File: src/rtl/a1000_frontram_sync.sv
// Oversamples the Agnus DRAM control bus and drives an asynchronous SRAM bank with
// registered address, chip enables and a fixed-width write pulse; counts refreshes and flags bus errors.
module a1000_frontram_sync #(
  parameter int ROW_BITS    = 8,
  parameter int NUM_BANKS   = 2,
  parameter int WE_CYCLES   = 2,
  parameter int SYNC_STAGES = 2,
  localparam int BANK_BITS  = (NUM_BANKS == 4) ? 2 : 1,
  localparam int ADDR_W     = 2 * ROW_BITS + BANK_BITS
) (
  input  logic                 clk,
  input  logic                 rst,
  input  logic                 ras_n,
  input  logic                 rrw_n,
  input  logic [NUM_BANKS-1:0] casl_n,
  input  logic [NUM_BANKS-1:0] casu_n,
  input  logic [ROW_BITS-1:0]  dra,
  output logic [ADDR_W-1:0]    sram_a,
  output logic                 ce2,
  output logic                 ce1_l_n,
  output logic                 ce1_u_n,
  output logic                 oe_n,
  output logic                 we_n,
  output logic [15:0]          refresh_cnt,
  output logic                 err,
  output logic [2:0]           dbg_state_o
);

  typedef enum logic [2:0] {
    S_IDLE, S_ROW, S_ACCESS, S_WRITE, S_WHOLD, S_REFRESH
  } state_t;

  localparam int SW = 2 + 2 * NUM_BANKS + ROW_BITS;
  localparam logic [SW-1:0] SYNC_RST = {{(2 + 2 * NUM_BANKS){1'b1}}, {ROW_BITS{1'b0}}};
  localparam logic [3:0] WE_LAST = 4'(WE_CYCLES);

  // dra rides in the same synchroniser word so it stays aligned with the strobes
  logic [SW-1:0] sync_q [SYNC_STAGES];

  always_ff @(posedge clk or posedge rst) begin
    if (rst) begin
      for (int i = 0; i < SYNC_STAGES; i++) sync_q[i] <= SYNC_RST;
    end else begin
      sync_q[0] <= {ras_n, rrw_n, casl_n, casu_n, dra};
      for (int i = 1; i < SYNC_STAGES; i++) sync_q[i] <= sync_q[i-1];
    end
  end

  logic                 ras_s, rrw_s;
  logic [NUM_BANKS-1:0] casl_s, casu_s;
  logic [ROW_BITS-1:0]  dra_s;
  assign {ras_s, rrw_s, casl_s, casu_s, dra_s} = sync_q[SYNC_STAGES-1];

  logic [NUM_BANKS-1:0] bank_act;
  logic                 cas_any, cas_multi;
  logic [BANK_BITS-1:0] bank_low;

  assign bank_act  = ~(casl_s & casu_s);
  assign cas_any   = |bank_act;
  assign cas_multi = (bank_act & (bank_act - 1'b1)) != '0;

  always_comb begin
    bank_low = '0;
    for (int b = NUM_BANKS - 1; b >= 0; b--) begin
      if (bank_act[b]) bank_low = BANK_BITS'(b);
    end
  end

  state_t               state_q, state_d, exit_state;
  logic                 ras_prev_q;
  logic [ROW_BITS-1:0]  row_q, row_d, a_row_q, a_row_d, col_q, col_d;
  logic [BANK_BITS-1:0] bank_q, bank_d;
  logic                 cas_seen_q, cas_seen_d;
  logic [3:0]           we_cnt_q, we_cnt_d;
  logic [15:0]          ref_q, ref_d;
  logic                 err_q, err_d;
  logic                 ce2_q, ce2_d, ce1l_q, ce1l_d, ce1u_q, ce1u_d;
  logic                 oe_q, oe_d, we_q, we_d;
  logic                 ras_fall, lanes_on;

  assign ras_fall   = ras_prev_q && !ras_s;
  assign exit_state = ras_s ? S_IDLE : S_ROW;

  always_comb begin
    state_d    = state_q;
    row_d      = row_q;
    a_row_d    = a_row_q;
    col_d      = col_q;
    bank_d     = bank_q;
    cas_seen_d = cas_seen_q;
    we_cnt_d   = we_cnt_q;
    ref_d      = ref_q;
    err_d      = err_q;
    case (state_q)
      S_IDLE: begin
        if (ras_fall) begin
          if (cas_any) begin
            state_d = S_REFRESH;
            ref_d   = ref_q + 16'd1;
          end else begin
            row_d      = dra_s;
            cas_seen_d = 1'b0;
            state_d    = S_ROW;
          end
        end
      end
      S_ROW: begin
        if (cas_any) begin
          col_d      = dra_s;
          bank_d     = bank_low;
          a_row_d    = row_q;
          cas_seen_d = 1'b1;
          we_cnt_d   = 4'd1;
          if (cas_multi) err_d = 1'b1;
          state_d = rrw_s ? S_ACCESS : S_WRITE;
        end else if (ras_s) begin
          // RAS released without any CAS in this row: RAS-only refresh
          state_d = S_IDLE;
          if (!cas_seen_q) ref_d = ref_q + 16'd1;
        end
      end
      S_ACCESS, S_WHOLD: begin
        if (!cas_any) state_d = exit_state;
      end
      S_WRITE: begin
        if (we_cnt_q == WE_LAST) begin
          state_d = cas_any ? S_WHOLD : exit_state;
        end else if (!cas_any) begin
          err_d   = 1'b1;
          state_d = exit_state;
        end else begin
          we_cnt_d = we_cnt_q + 4'd1;
        end
      end
      S_REFRESH: begin
        if (ras_s && !cas_any) state_d = S_IDLE;
      end
      default: state_d = S_IDLE;
    endcase
  end

  // Outputs are decoded from the next state so each one lands on the transition edge
  always_comb begin
    lanes_on = (state_d == S_ACCESS) || (state_d == S_WRITE) || (state_d == S_WHOLD);
    ce2_d    = lanes_on || (state_d == S_ROW);
    ce1l_d   = 1'b1;
    ce1u_d   = 1'b1;
    if (state_d == S_WHOLD) begin
      ce1l_d = ce1l_q;
      ce1u_d = ce1u_q;
    end else if (lanes_on) begin
      ce1l_d = &casl_s;
      ce1u_d = &casu_s;
    end
    oe_d = state_d != S_ACCESS;
    we_d = state_d != S_WRITE;
  end

  always_ff @(posedge clk or posedge rst) begin
    if (rst) begin
      state_q    <= S_IDLE;
      ras_prev_q <= 1'b1;
      row_q      <= '0;
      a_row_q    <= '0;
      col_q      <= '0;
      bank_q     <= '0;
      cas_seen_q <= 1'b0;
      we_cnt_q   <= '0;
      ref_q      <= '0;
      err_q      <= 1'b0;
      ce2_q      <= 1'b0;
      ce1l_q     <= 1'b1;
      ce1u_q     <= 1'b1;
      oe_q       <= 1'b1;
      we_q       <= 1'b1;
    end else begin
      state_q    <= state_d;
      ras_prev_q <= ras_s;
      row_q      <= row_d;
      a_row_q    <= a_row_d;
      col_q      <= col_d;
      bank_q     <= bank_d;
      cas_seen_q <= cas_seen_d;
      we_cnt_q   <= we_cnt_d;
      ref_q      <= ref_d;
      err_q      <= err_d;
      ce2_q      <= ce2_d;
      ce1l_q     <= ce1l_d;
      ce1u_q     <= ce1u_d;
      oe_q       <= oe_d;
      we_q       <= we_d;
    end
  end

  assign sram_a      = {bank_q, a_row_q, col_q};
  assign ce2         = ce2_q;
  assign ce1_l_n     = ce1l_q;
  assign ce1_u_n     = ce1u_q;
  assign oe_n        = oe_q;
  assign we_n        = we_q;
  assign refresh_cnt = ref_q;
  assign err         = err_q;
  assign dbg_state_o = state_q;

endmodule

File: config.mk
export PLATFORM = sky130hd
export DESIGN_NAME = a1000_frontram_sync
export DESIGN_NICKNAME = d
export VERILOG_FILES = /design/src/rtl/a1000_frontram_sync.sv
export SDC_FILE = /design/constraint.sdc
export NUM_CORES = 1
export LEC_CHECK = 0
export ABC_AREA = 1
export BUFFER_PORTS_ARGS = -buffer_cell sky130_fd_sc_hd__buf_4
export CORE_MARGIN = 2
export CORE_UTILIZATION = 44
export CTS_CLUSTER_DIAMETER = 50
export DETAILED_ROUTE_END_ITERATION = 16
export PLACE_DENSITY = 0.64
export SYNTH_ARGS = -nofsm -noshare
export SYNTH_HDL_FRONTEND = slang
export SYNTH_SLANG_ARGS = --single-unit
File: constraint.sdc
create_clock -name clk -period 4.7 [get_ports clk]
set_input_delay 0.47 -clock clk [delete_from_list [all_inputs] [get_ports clk]]
set_output_delay 0.47 -clock clk [all_outputs]
set_load 0.02 [all_outputs]
Yosys cells after proc, flatten, opt, wreduce, memory -nomap -nowiden
Index checks and enable logic that the tools add are counted.
{"block": "classes", "addsub": 3, "eq_ne": 23, "n_mux": 34, "n_bitwise": 4, "reduce_logical": 21}
{"cell": "$mux W16", "count": 5}
{"cell": "$pmux W16 S2", "count": 1}
{"cell": "$mux W3", "count": 8}
{"cell": "$ne A2 B2 Y1 const B", "count": 11}
{"cell": "$add A16 B1 Y16 const B", "count": 1}
{"cell": "$pmux W3 S5", "count": 1}
{"cell": "$mux W1", "count": 13}
{"cell": "$eq A3 B2 Y1 const B", "count": 4}
{"cell": "$mux W4", "count": 3}
{"cell": "$eq A3 B3 Y1 const B", "count": 3}
{"cell": "$pmux W4 S2", "count": 1}
{"cell": "$reduce_and A4 Y1", "count": 2}
{"cell": "$eq A3 B1 Y1 const B", "count": 2}
{"cell": "$ne A3 B2 Y1 const B", "count": 2}
{"cell": "$reduce_and A2 Y1", "count": 3}
{"cell": "$reduce_and A6 Y1", "count": 1}
{"cell": "$reduce_bool A2 Y1", "count": 3}
{"cell": "$reduce_and A5 Y1", "count": 1}
{"cell": "$add A4 B1 Y4 const B", "count": 1}
{"cell": "$and A2 B2 Y2", "count": 2}
{"cell": "$eq A4 B2 Y1 const B", "count": 1}
{"cell": "$pmux W1 S2", "count": 2}
{"cell": "$reduce_or A2 Y1", "count": 2}
{"cell": "$logic_not A3 Y1", "count": 1}
{"cell": "7 further kinds", "count": 11}
{"block": "word_totals", "ff_bits": 84, "in_bits": 16}

Logic depth before layout (Yosys ltp)
{"block": "depth", "ltp_word": 11, "mapped_depth": 11}

Worst setup path after synthesis
Ideal clock, no wire load.
{"block": "synth_path", "path_kind": "register -> register", "from": "register sync_q, in the netlist casu_s[1]", "to": "register ce1l_q (netlist: ce1_l_n)", "setup_time_ps": 72, "arrival_ps": 1457, "required_time_ps": 4628, "setup_slack_ps": 3171, "path_stages_with_launch": 12, "synth_period_minus_slack_ps": 1529, "path_cell_list": "dfstp_2 -> nand2_1 -> nor2_4 -> nand2_2 -> nand2_1 -> nand2_1 -> nor2_2 -> nand2_2 -> nor2_4 -> nand3_1 -> nand2_1 -> inv_1"}
{"block": "synth_between", "elab_chain_cells": 11, "elab_cells_between_ends": 19, "cone_classes": "3 x eq/ne; 9 x mux; 2 x bitwise; 5 x reduce/logical"}
{"element": "start: declaration", "line_no": "38", "text": "logic [SW-1:0] sync_q [SYNC_STAGES];"}
{"element": "$and A2 B2 Y2 *", "line_no": "58", "text": "assign bank_act = ~(casl_s & casu_s);"}
{"element": "$not A2 Y2 *", "line_no": "58"}
{"element": "$reduce_or A2 Y1 *", "line_no": "59", "text": "assign cas_any = |bank_act;"}
{"element": "$logic_not A1 Y1", "line_no": "136", "text": "if (ras_s && !cas_any) state_d = S_IDLE;"}
{"element": "$logic_and A1 B1 Y1", "line_no": "136"}
{"element": "$mux W3", "line_no": "136"}
{"element": "$pmux W3 S5 *", "line_no": "94", "text": "case (state_q)"}
{"element": "via state_d[0]", "line_no": "69", "text": "state_t state_q, state_d, exit_state;"}
{"element": "$eq A3 B2 Y1", "line_no": "144", "text": "lanes_on = (state_d == S_ACCESS) || (state_d == S_WRITE) || (state_d == S_WHOLD);"}
{"element": "$logic_or A1 B1 Y1 (2 in a row)", "line_no": "144"}
{"element": "$mux W1", "line_no": "151", "text": "end else if (lanes_on) begin"}
{"element": "end signal: assignment", "line_no": "188", "text": "ce1l_q <= ce1l_d;"}
{"element": "end: declaration", "line_no": "77", "text": "logic ce2_q, ce2_d, ce1l_q, ce1l_d, ce1u_q, ce1u_d;"}
The timed path passes the listed nets; every way through them passes the cells marked *.
A chain may end at the register's enable or synchronous reset.

Worst setup path in the final report
{"block": "layout_path", "from": "register sync_q, in the netlist casl_s[1]", "to": "register ref_q[5] (netlist: refresh_cnt[5])"}
{"block": "layout_between", "elab_chain_cells": 5, "elab_cells_between_ends": 6, "cone_classes": "2 x eq/ne; 2 x bitwise; 2 x reduce/logical"}
{"element": "$and A2 B2 Y2 *", "line_no": "58"}
{"element": "$not A2 Y2 *", "line_no": "58"}
{"element": "$reduce_or A2 Y1 *", "line_no": "59"}
{"element": "$ne A2 B2 Y1 (no line)"}
{"element": "$reduce_and A6 Y1 (no line) *"}
{"element": "end signal: assignment", "line_no": "185", "text": "ref_q <= ref_d;"}
{"element": "end: declaration", "line_no": "75", "text": "logic [15:0] ref_q, ref_d;"}
Mark *: on every way between the ends. The rest lies on a longest branch, timed or not.

==> out/results.txt <==
VDD IR max: 0.0002249 V
gr usage total: 0.1575
Detail Route Antenna Nets: 0
CP max stage delay: 0.54 ns
Hold Crit Class: input port to asynchronous set/reset pin
Slew Limit Fails: 0
post-synthesis async set-or-reset flop share: 1.000
HPWL Detailed: 4.352 mm
Synth-to-Final Area Change: 20.56%
total power: 0.002191 W
Arrival @ worst endpoint: 2.20 ns
Worst path most repeated cell: nand2_1
number of global-route vias before repair: 2334
unrepaired setup endpoints after global routing: no
total gr overflow: 0
final core utilization: 0.5564
Synth Net Count: 356
routed wire length: 6.089 mm
clock sink count: 84
EDFF count, synth: 0
Critical Path RT: 4.93 ns
Post-CTS Resized: 0
Final Skew: 0.004747 ns
post-route setup TNS: 0 ns
share of the synthesized area in the top cell type: 0.4956
Layout Nets: 419
FP Rows: 31
placer's final routability congestion estimate: 0.8506
largest net degree at the start of global routing: 44
Initial Utilization: 0.4615
H-Tree Depth: 3
Critical Path Stages: 8
Die X: 91.69 microns
R2R Path Start: casl_s[1]
share of cells above drive strength 1: 0.2840
crit path capture: refresh_cnt[5]
Reg clk slew, reported paths: 0.09 ns
residual DRC count: 0
Worst Tran Pin Value: 0.6701 ns
CP Launch Point: casl_s[1]
Die H: 91.69 microns
Initial DRT Pass Iterations: 4
CP endpoint kind: flip-flop
status: finished clean
top-count cell post-synth: nand2_1
Post-Syn Area: 0.003383 sq mm
worst skew pair latency: 0.35 ns
max capacitance violation total: 0
Avg WL per Cell: 12.08 microns
sequential area share after synthesis: 0.6276
DR vias: 2369
Post-CTS Setup Bufs: 0
leading area contributor after synthesis: dfrtp_1
Fmax achieved: 506.5 MHz
port bufs: 57
worst setup path category: flip-flop to flip-flop
first-pass GRT wire length: 10.56 mm
cell family with most CP delay: simple AND/OR/NAND/NOR gates
Synth area leaders: dfrtp_1, dfstp_2, nand2_1
Crit Reg-Reg Endpoint: refresh_cnt[5]
synthesized area per cell: 10.04 sq um
worst path bufs/invs: 2
Synth Flop Type: dfrtp_1
worst-path cell chain: nand2_1, inv_1, nand2_1, o21ai_1, nand3_2, inv_2, nand2_1, xnor2_1
IO Pins: 58
hold slack: 0.1977 ns
Pwr Density: 537.3 mW/mm^2
final hold viol count: 0
P_int: 0.001364 W
Leak: 2.069 nW
Synth Instances: 337
First DRT Iteration DRCs: 142
crit path time final: 1.974 ns
initial antenna violation count: 0
Yosys reg bits: 84
switching fraction of total power: 0.3778
post-synthesis cell type count: 31
CP max FO: 14
Ys Warns: 0
fin crit share: 0.4201
r2r worst-path depth: 8
CTS tree: yes
diodes inserted: 0
Comb pwr share: 0.333
hold buffer count at CTS: 0
Synth top cells by count: nand2_1, dfrtp_1, inv_1
cts bufs inserted: 9
die area: 0.008407 sq mm
core area: 0.007331 sq mm
CTS root buffer: clkbuf_8
setup violators final: 0
Critical Path Source Type: flip-flop
clock buffer depth: 2
Vias per Instance: 4.700
crit path max-delay cell type: dfstp_2
clock power share: 0.209
R2R setup slack: 2.73 ns
switching power: 0.0008279 W
sequential share of power: 0.458
Slew headroom: 0.5527
[power groups by stage]
stage	clock, W	sequential [W]	combinational [W]
2_1_floorplan	0	0.00113	0.000370
4_1_cts	0.000475	0.00101	0.000738
3_5_place_dp	0	0.00102	0.000737
5_1_grt	0.000508	0.00103	0.000808
3_3_place_gp	0	0.00102	0.000721
6_report	0.000458	0.00100	0.000729
[per-layer routing]
metal	global-route usage	wire (microns)	vias up
met1	0.2201	2884	1126
met3	0.04273	283	11
met5	0	0	-
li1	-	-	1184
met2	0.2371	2839	48
met4	0.05846	82	0
[worst min-delay path by stage]
stage                      end  slack [ns]  cells past startpoint
floorplan             dra_s[0]        0.33                      0
global placement      dra_s[1]        0.33                      0
detailed placement    dra_s[7]        0.33                      0
CTS                 sync_q[17]        0.20                      1
global route        sync_q[23]        0.20                      1
finish              sync_q[18]        0.20                      2
[through the flow]
stage / setup WS [ns] / area, sq um / instances
detailed placement: 2.741 / 3904 / 488
finish: 2.726 / 4079 / 504
global placement: 2.810 / 3904 / 488
CTS: 2.716 / 4079 / 504
global route: 2.510 / 4079 / 504
floorplan: 2.093 / 3383 / 337
[sequential cells by signal (all words and copies together) (netlist names), 2 cells and up]
register     flops
dra_s            8
dbg_state_o      3
a_row_q          8
row_q            8
casu_s           2
casl_s           2
sync_q          14
col_q            8
refresh_cnt     16
we_cnt_q         4
[placed cells by master, fill, tap and decap left out, drive strengths merged]
| master | count |
|---|---|
| a21oi | 2 |
| a31o | 1 |
| buf | 58 |
| clkbuf | 9 |
| clkinv | 5 |
| clkinvlp | 1 |
| dfrtp | 67 |
| dfstp | 17 |
| ha | 3 |
| inv | 38 |
| nand2 | 107 |
| nand3 | 21 |
| nand4 | 4 |
| nor2 | 19 |
| nor3 | 7 |
| nor3b | 1 |
| o211ai | 1 |
| o21ai | 26 |
| o31ai | 2 |
| xnor2 | 6 |
| xor2 | 10 |
[area by class of cell]
type / count / area, sq um
Fill cell: 660 / 3252
Sequential cell: 84 / 2123
Multi-Input combinational cell: 210 / 1079
Timing Repair Buffer: 58 / 435.4
Inverter: 37 / 142.6
Clock buffer: 9 / 123.9
Tap cell: 99 / 123.9
Clock inverter: 7 / 51.30
[cells by family after synthesis]
kind of cell,count (synthesis),synth area share
buffers and inverters,43,0.05362
xor gates and xnor gates,16,0.04142
and+or+nand+nor,159,0.2156
DFF,84,0.6276
AOI/OAI and AO/OA,32,0.05067
adders and majority gates,3,0.01110
Power figures use the tool's default switching activity.
